`config.mk`:
```
export PLATFORM = sky130hd
export DESIGN_NAME = irq_ctrl_nest
export DESIGN_NICKNAME = d
export VERILOG_FILES = /design/src/rtl/irq_ctrl_nest.sv
export SDC_FILE = /design/constraint.sdc
export NUM_CORES = 1
export LEC_CHECK = 0
export BUFFER_PORTS_ARGS = -buffer_cell sky130_fd_sc_hd__buf_2
export CAP_MARGIN = 15
export CORE_MARGIN = 10
export CORE_UTILIZATION = 55
export CTS_CLUSTER_DIAMETER = 200
export DETAILED_ROUTE_END_ITERATION = 12
export HOLD_SLACK_MARGIN = 0.1
export PLACE_DENSITY = 0.78
export SETUP_SLACK_MARGIN = 0.15
export SYNTH_ARGS = -nofsm -noshare
export SYNTH_HDL_FRONTEND = slang
export SYNTH_SLANG_ARGS = --single-unit
export TNS_END_PERCENT = 5
```
`constraint.sdc`:
```
create_clock -name i_clk -period 26.3 [get_ports i_clk]
set_input_delay 3.945 -clock i_clk [delete_from_list [all_inputs] [get_ports i_clk]]
set_output_delay 3.945 -clock i_clk [all_outputs]
set_load 0.005 [all_outputs]
```
`src/rtl/irq_ctrl_nest.sv`:
```
// irq_ctrl_nest: nested priority interrupt controller with a hardware priority/index stack and MMIO registers.
// Define IRQ_CTRL_EDGE_EN for rising-edge source latching; the default build latches on level.
module irq_ctrl_nest #(
  parameter int          NUM_SRC      = 8,
  parameter int          NEST_DEPTH   = 4,
  parameter logic [15:0] VEC_STRIDE   = 16'h0020,
  parameter logic [15:0] VEC_BASE_RST = 16'h0020
) (
  input  logic               i_clk,
  input  logic               i_rst,
  input  logic               i_sel,
  input  logic               i_we,
  input  logic               i_re,
  input  logic [2:0]         i_addr,
  input  logic [15:0]        i_wdata,
  output logic [15:0]        o_rdata,
  output logic               o_rdy,
  input  logic [NUM_SRC-1:0] i_src_irq,
  input  logic               i_int_en,
  input  logic               i_irq_ret,
  output logic               o_irq_take,
  output logic [15:0]        o_irq_vector
);

  localparam logic [15:0] SRC_MASK  = 16'((32'd1 << NUM_SRC) - 32'd1);
  localparam logic [31:0] PRIO_MASK = 32'((64'd1 << (2 * NUM_SRC)) - 64'd1);
  localparam logic [3:0]  DEPTH_MAX = 4'(NEST_DEPTH);

  localparam logic [2:0] A_PEND   = 3'd0;
  localparam logic [2:0] A_MASK   = 3'd1;
  localparam logic [2:0] A_CLEAR  = 3'd2;
  localparam logic [2:0] A_PRIO0  = 3'd3;
  localparam logic [2:0] A_PRIO1  = 3'd4;
  localparam logic [2:0] A_ACTIVE = 3'd5;
  localparam logic [2:0] A_STATUS = 3'd6;
  localparam logic [2:0] A_VBASE  = 3'd7;

  logic [15:0] pend, mask, active, vbase;
  logic [31:0] prio;
  logic [3:0]  depth;
  logic [3:0]  stk_idx [8];
  logic [1:0]  stk_pri [8];
  logic [15:0] rdata_p1;

  logic [15:0] src_vec, set_now, pend_now, elig;
  logic [15:0] pend_next, active_next, rd_val;
  logic [3:0]  sel_idx, depth_eff, depth_next, stat_idx;
  logic [1:0]  sel_pri, cur_pri, stat_pri;
  logic        any_elig, ret_ok, take, wr;
  logic [2:0]  top, top_eff;

  assign src_vec = 16'(i_src_irq);
  assign wr      = i_sel & i_we;

`ifdef IRQ_CTRL_EDGE_EN
  logic [15:0] src_prev;

  always_ff @(posedge i_clk) begin
    if (i_rst) src_prev <= '0;
    else       src_prev <= src_vec;
  end

  assign set_now = src_vec & ~src_prev & ~active;
`else
  assign set_now = src_vec & ~active;
`endif

  // Sources latched this cycle already compete, giving zero-cycle source-to-take latency.
  assign pend_now = pend | set_now;
  assign elig     = pend_now & mask & ~active;
  assign any_elig = |elig;

  always_comb begin
    sel_idx = '0;
    sel_pri = '0;
    for (int k = 0; k < 16; k++) begin
      if (elig[k] && (prio[2*k +: 2] >= sel_pri)) begin
        sel_idx = 4'(k);
        sel_pri = prio[2*k +: 2];
      end
    end
  end

  assign ret_ok    = i_irq_ret & (depth != 4'd0);
  assign depth_eff = depth - {3'b000, ret_ok};
  assign top_eff   = 3'(depth_eff - 4'd1);
  assign cur_pri   = (depth_eff == 4'd0) ? 2'd0 : stk_pri[top_eff];

  assign take = any_elig & i_int_en
              & ((depth_eff == 4'd0) | (sel_pri > cur_pri))
              & (depth_eff < DEPTH_MAX);

  assign o_irq_take   = take;
  assign o_irq_vector = take ? (vbase + 16'(sel_idx) * VEC_STRIDE) : 16'hFFFF;
  assign o_rdy        = i_sel;
  assign o_rdata      = rdata_p1;

  assign top      = 3'(depth - 4'd1);
  assign stat_pri = (depth == 4'd0) ? 2'd0 : stk_pri[top];
  assign stat_idx = (depth == 4'd0) ? 4'd0 : stk_idx[top];

  // Precedence: source/PEND set, then CLEAR, then the take's own clear.
  always_comb begin
    pend_next = pend_now;
    if (wr && (i_addr == A_PEND))  pend_next = pend_next | (i_wdata & SRC_MASK);
    if (wr && (i_addr == A_CLEAR)) pend_next = pend_next & ~i_wdata;
    if (take)                      pend_next[sel_idx] = 1'b0;

    active_next = active;
    if (ret_ok) active_next[stk_idx[top]] = 1'b0;
    if (take)   active_next[sel_idx] = 1'b1;

    depth_next = depth_eff + {3'b000, take};
  end

  always_comb begin
    rd_val = '0;
    case (i_addr)
      A_PEND:   rd_val = pend;
      A_MASK:   rd_val = mask;
      A_CLEAR:  rd_val = '0;
      A_PRIO0:  rd_val = prio[15:0];
      A_PRIO1:  rd_val = prio[31:16];
      A_ACTIVE: rd_val = active;
      A_STATUS: rd_val = {6'b0, stat_idx, stat_pri, depth};
      A_VBASE:  rd_val = vbase;
      default:  rd_val = '0;
    endcase
  end

  always_ff @(posedge i_clk) begin
    if (i_rst) begin
      pend     <= '0;
      mask     <= SRC_MASK;
      active   <= '0;
      prio     <= '0;
      vbase    <= VEC_BASE_RST;
      depth    <= '0;
      rdata_p1 <= '0;
      for (int i = 0; i < 8; i++) begin
        stk_idx[i] <= '0;
        stk_pri[i] <= '0;
      end
    end else begin
      pend   <= pend_next;
      active <= active_next;
      depth  <= depth_next;
      if (take) begin
        stk_idx[3'(depth_eff)] <= sel_idx;
        stk_pri[3'(depth_eff)] <= sel_pri;
      end
      if (wr && (i_addr == A_MASK))  mask <= i_wdata & SRC_MASK;
      if (wr && (i_addr == A_PRIO0)) prio[15:0]  <= i_wdata & PRIO_MASK[15:0];
      if (wr && (i_addr == A_PRIO1)) prio[31:16] <= i_wdata & PRIO_MASK[31:16];
      if (wr && (i_addr == A_VBASE)) vbase <= i_wdata;
      // Read data register stage: valid one cycle after the read strobe, zero otherwise.
      rdata_p1 <= (i_sel && i_re) ? rd_val : 16'h0000;
    end
  end

endmodule

```
==> summary.txt <==
Synthesis
  • Synthesis warning total: 0
  • Synth area leader: dfxtp_1
  • Post-synthesis instance total: 705
  • Yosys cell types: 83
  • Post-Synth Adder-Cell Area: 4.57%
  • Share of the synthesized area in the top cell type: 25.2%
  • Synth Area in Compound Gates: 17.4%
  • Async S/R FF share, synth: 0%
  • Area share of and/or/nand/nor cells after synthesis: 19.2%
  • FF+latch count, synth: 124
  • Top-count cell post-synth: nand2_1
  • Top cells by area, synth: dfxtp_1 (25%), edfxtp_1 (18%), nand2_1 (6.9%)
  • Post-Synth XOR/XNOR Area: 1.84%
  • Register area share after synthesis: 43.2%
  • EDFF count, synth: 40
  • Mux contribution to synthesized area: 8.88%
  • Syn_area_per_cell: 9.47 sq um
  • Ys flop type: dfxtp_1
  • Largest family of logic cells by synthesized area: simple AND/OR/NAND/NOR gates
  • Synthesized area: 6680 sq um
  • Post-synth top cells: nand2_1 (122), dfxtp_1 (84), a21oi_1 (71)

STA
  • Final Hold Slack: 0.434 ns
  • Setup TNS: 0 ns
  • RSZ-0062 raised after global routing: no
  • Period utilization: 71.0%
  • Final worst setup slack: 7.63 ns
  • Endpoints failing hold: 0
  • Final Max Slew Viols: 0
  • Max Clk Rate: 0.0536 GHz
  • Final setup fails: 0
  • Clock period minus worst slack: 18.67 ns
  • Post-Route Skew: 0.00735 ns
  • Rel. slew slack: 31.9%
  • Measured slew at the worst slew-check pin: 1.02 ns

Finish
  • Area grow syn2layout: 16.0%
  • N_diodes: 0
  • Nets: 831
  • Core Util, Final: 64.7%
  • Layout cell share with drive strength beyond 1: 20.6%

Critical path
  • Top delay family on crit path: compound AO/OA/AOI/OAI gates
  • Worst path max stage delay: 0.55 ns
  • Critical path type: primary input to output port
  • Startpoint types: primary input
  • Critical Path End: o_irq_vector[2]
  • Slowest stage cell, crit path: a41oi_1
  • WP depth: 52
  • Endpoint type of the worst setup path: output port
  • Crit path from: i_src_irq[0]
  • FF-to-FF path depth: 52
  • Worst-path fanout max: 20
  • Critical Path AT: 14.72 ns
  • Critical Path RT: 22.35 ns
  • WP buf/inv: 5
  • R2R setup slack: 14.68 ns
  • Terminus of the critical flop-to-flop path: stk_pri[0][1]
  • RR Startpoint: active[0]
  • Cell mode on critical path: ha_1

Drt
  • Drt drc: 0
  • First-pass DRT Iterations: 6
  • Antenna Nets Post-Route: 0
  • WL/cell: 21.7 um
  • Initial DRC Count: 753
  • Final wirelength: 20,300 um
  • DR vias: 5,808
  • Vias per inst: 6.22

Floorplanning
  • Die X: 130 um
  • DIE HEIGHT: 130 um
  • Starting Density: 55.8%
  • # IOs: 68
  • Site Rows: 40
  • Core area: 12,000 sq um
  • Die Area: 16,900 sq um

Clock network
  • CTS buffer count: 17
  • CTS sink count: 124
  • Resized Gates After CTS: 0
  • Post-CTS Setup Repair Bufs: 0
  • Bufs on Longest Clock Path: 2
  • H-tree depth: 4
  • CTS tree: built
  • Number of hold buffers added after cts: 0
  • CTS Root Cell: clkbuf_16
  • Clock slew at reported path FFs: 0.06 ns
  • Clk Latency, worst-skew pair: 0.42 ns

Global routing
  • Antenna violations before repair: 0
  • Largest net degree at the start of global routing: 41
  • First-pass GRT wire length: 31,900 um
  • Vias in the first global route: 5,715
  • GRT Overall Usage: 24.6%
  • Remaining global-route overflow: 0

Min path
  • Worst min-delay path class: flip-flop to flip-flop

Power and ir drop
  • PwrDens: 97.8 nW/um^2
  • Leak: 3.01 nW
  • PnR Total Power: 0.000758 W
  • Peak VDD IR: 43.1 uV

Outcome
  • Outcome: finished, final reports clean

Placed design
  • I/O Buffers: 67
  • Detail Placement HPWL: 14,700 um
  • Placer Congestion: 0.952
  • Place WS: 7.77 ns

Job
  • Max Cap Viol: 0
==> layer usage <==
layer | vias up | part of all wire, % | GRT usage [%]
li1 | 2661 | - | -
met1 | 2759 | 41 | 32.3
met2 | 352 | 45 | 37.1
met3 | 36 | 12 | 8.28
met4 | 0 | 2.0 | 8.86
met5 | - | 0 | 0
==> final cells by class <==
class                      count  area [sq um]
clock buffer                  18           429
clock inverter                14           200
fill                         924          4220
inverter                      35           134
multi-input combinational    524          3540
sequential                   124          2880
tap                          147           184
timing repair buffer          72           373
==> flip-flops by register name, indices dropped and copies added (netlist names) <==
| register | cells |
|---|---|
| active | 8 |
| mask | 8 |
| stk_idx | 24 |
| pend | 16 |
| stk_pri | 16 |
| o_rdata | 16 |
| depth | 4 |
| prio | 16 |
| vbase | 16 |
==> how the worst min path moves through the flow <==
stage | from | to | slack [ns] | cells after the start
floorplan | pend[10] | pend[10] | 0.41 | 2
global placement | pend[11] | pend[11] | 0.42 | 2
detailed placement | pend[10] | pend[10] | 0.42 | 2
CTS | pend[10] | pend[10] | 0.43 | 2
global route | pend[10] | pend[10] | 0.45 | 2
finish | pend[11] | pend[11] | 0.43 | 2
==> report_power, final <==
part | switching (W) | internal (W)
combinational | 0.000165 | 0.000113
sequential | 0.0000126 | 0.000215
clock | 0.0000863 | 0.000166
==> layout by cell type (no fill, tap or decap), drive strengths merged, types with 16 or more instances in the layout <==
cell type and count:
buf 72, inv 34, nor3 18, edfxtp 40, clkbuf 18, nand2 123
ha 22, mux4 18, nand3 16, nor2 59, dfxtp 84, a21oi 72
conb 20
==> per-stage QoR <==
step | cell area (sq um) | std cells
6_report | 7740 | 934
5_1_grt | 7740 | 934
4_1_cts | 7740 | 934
3_5_place_dp | 7120 | 902
3_3_place_gp | 7120 | 902
2_1_floorplan | 6750 | 724
==> cells by family (layout without fill, tap and decap cells) <==
| group | count (synthesis) | after routing |
|---|---|---|
| simple gates | 271 | 271 |
| compound gates | 159 | 159 |
| flops | 124 | 124 |
| buf+inv | 76 | 139 |
| mux | 36 | 36 |
| fa+ha+maj | 24 | 24 |
| xor+xnor | 14 | 14 |
| other cells | 1 | 20 |
==> worst reg2reg max path: cells and delay by family, from the launching register on <==
family | cells | cell delay [ns]
adder cells (fa/ha/maj) | 8 | 2.15
buffers and inverters | 3 | 0.22
flip-flops | 1 | 0.39
AND/OR/NAND/NOR | 24 | 4.61
AO/OA/AOI/OAI | 17 | 3.95
No activity file was read; power rests on OpenSTA's default activity.
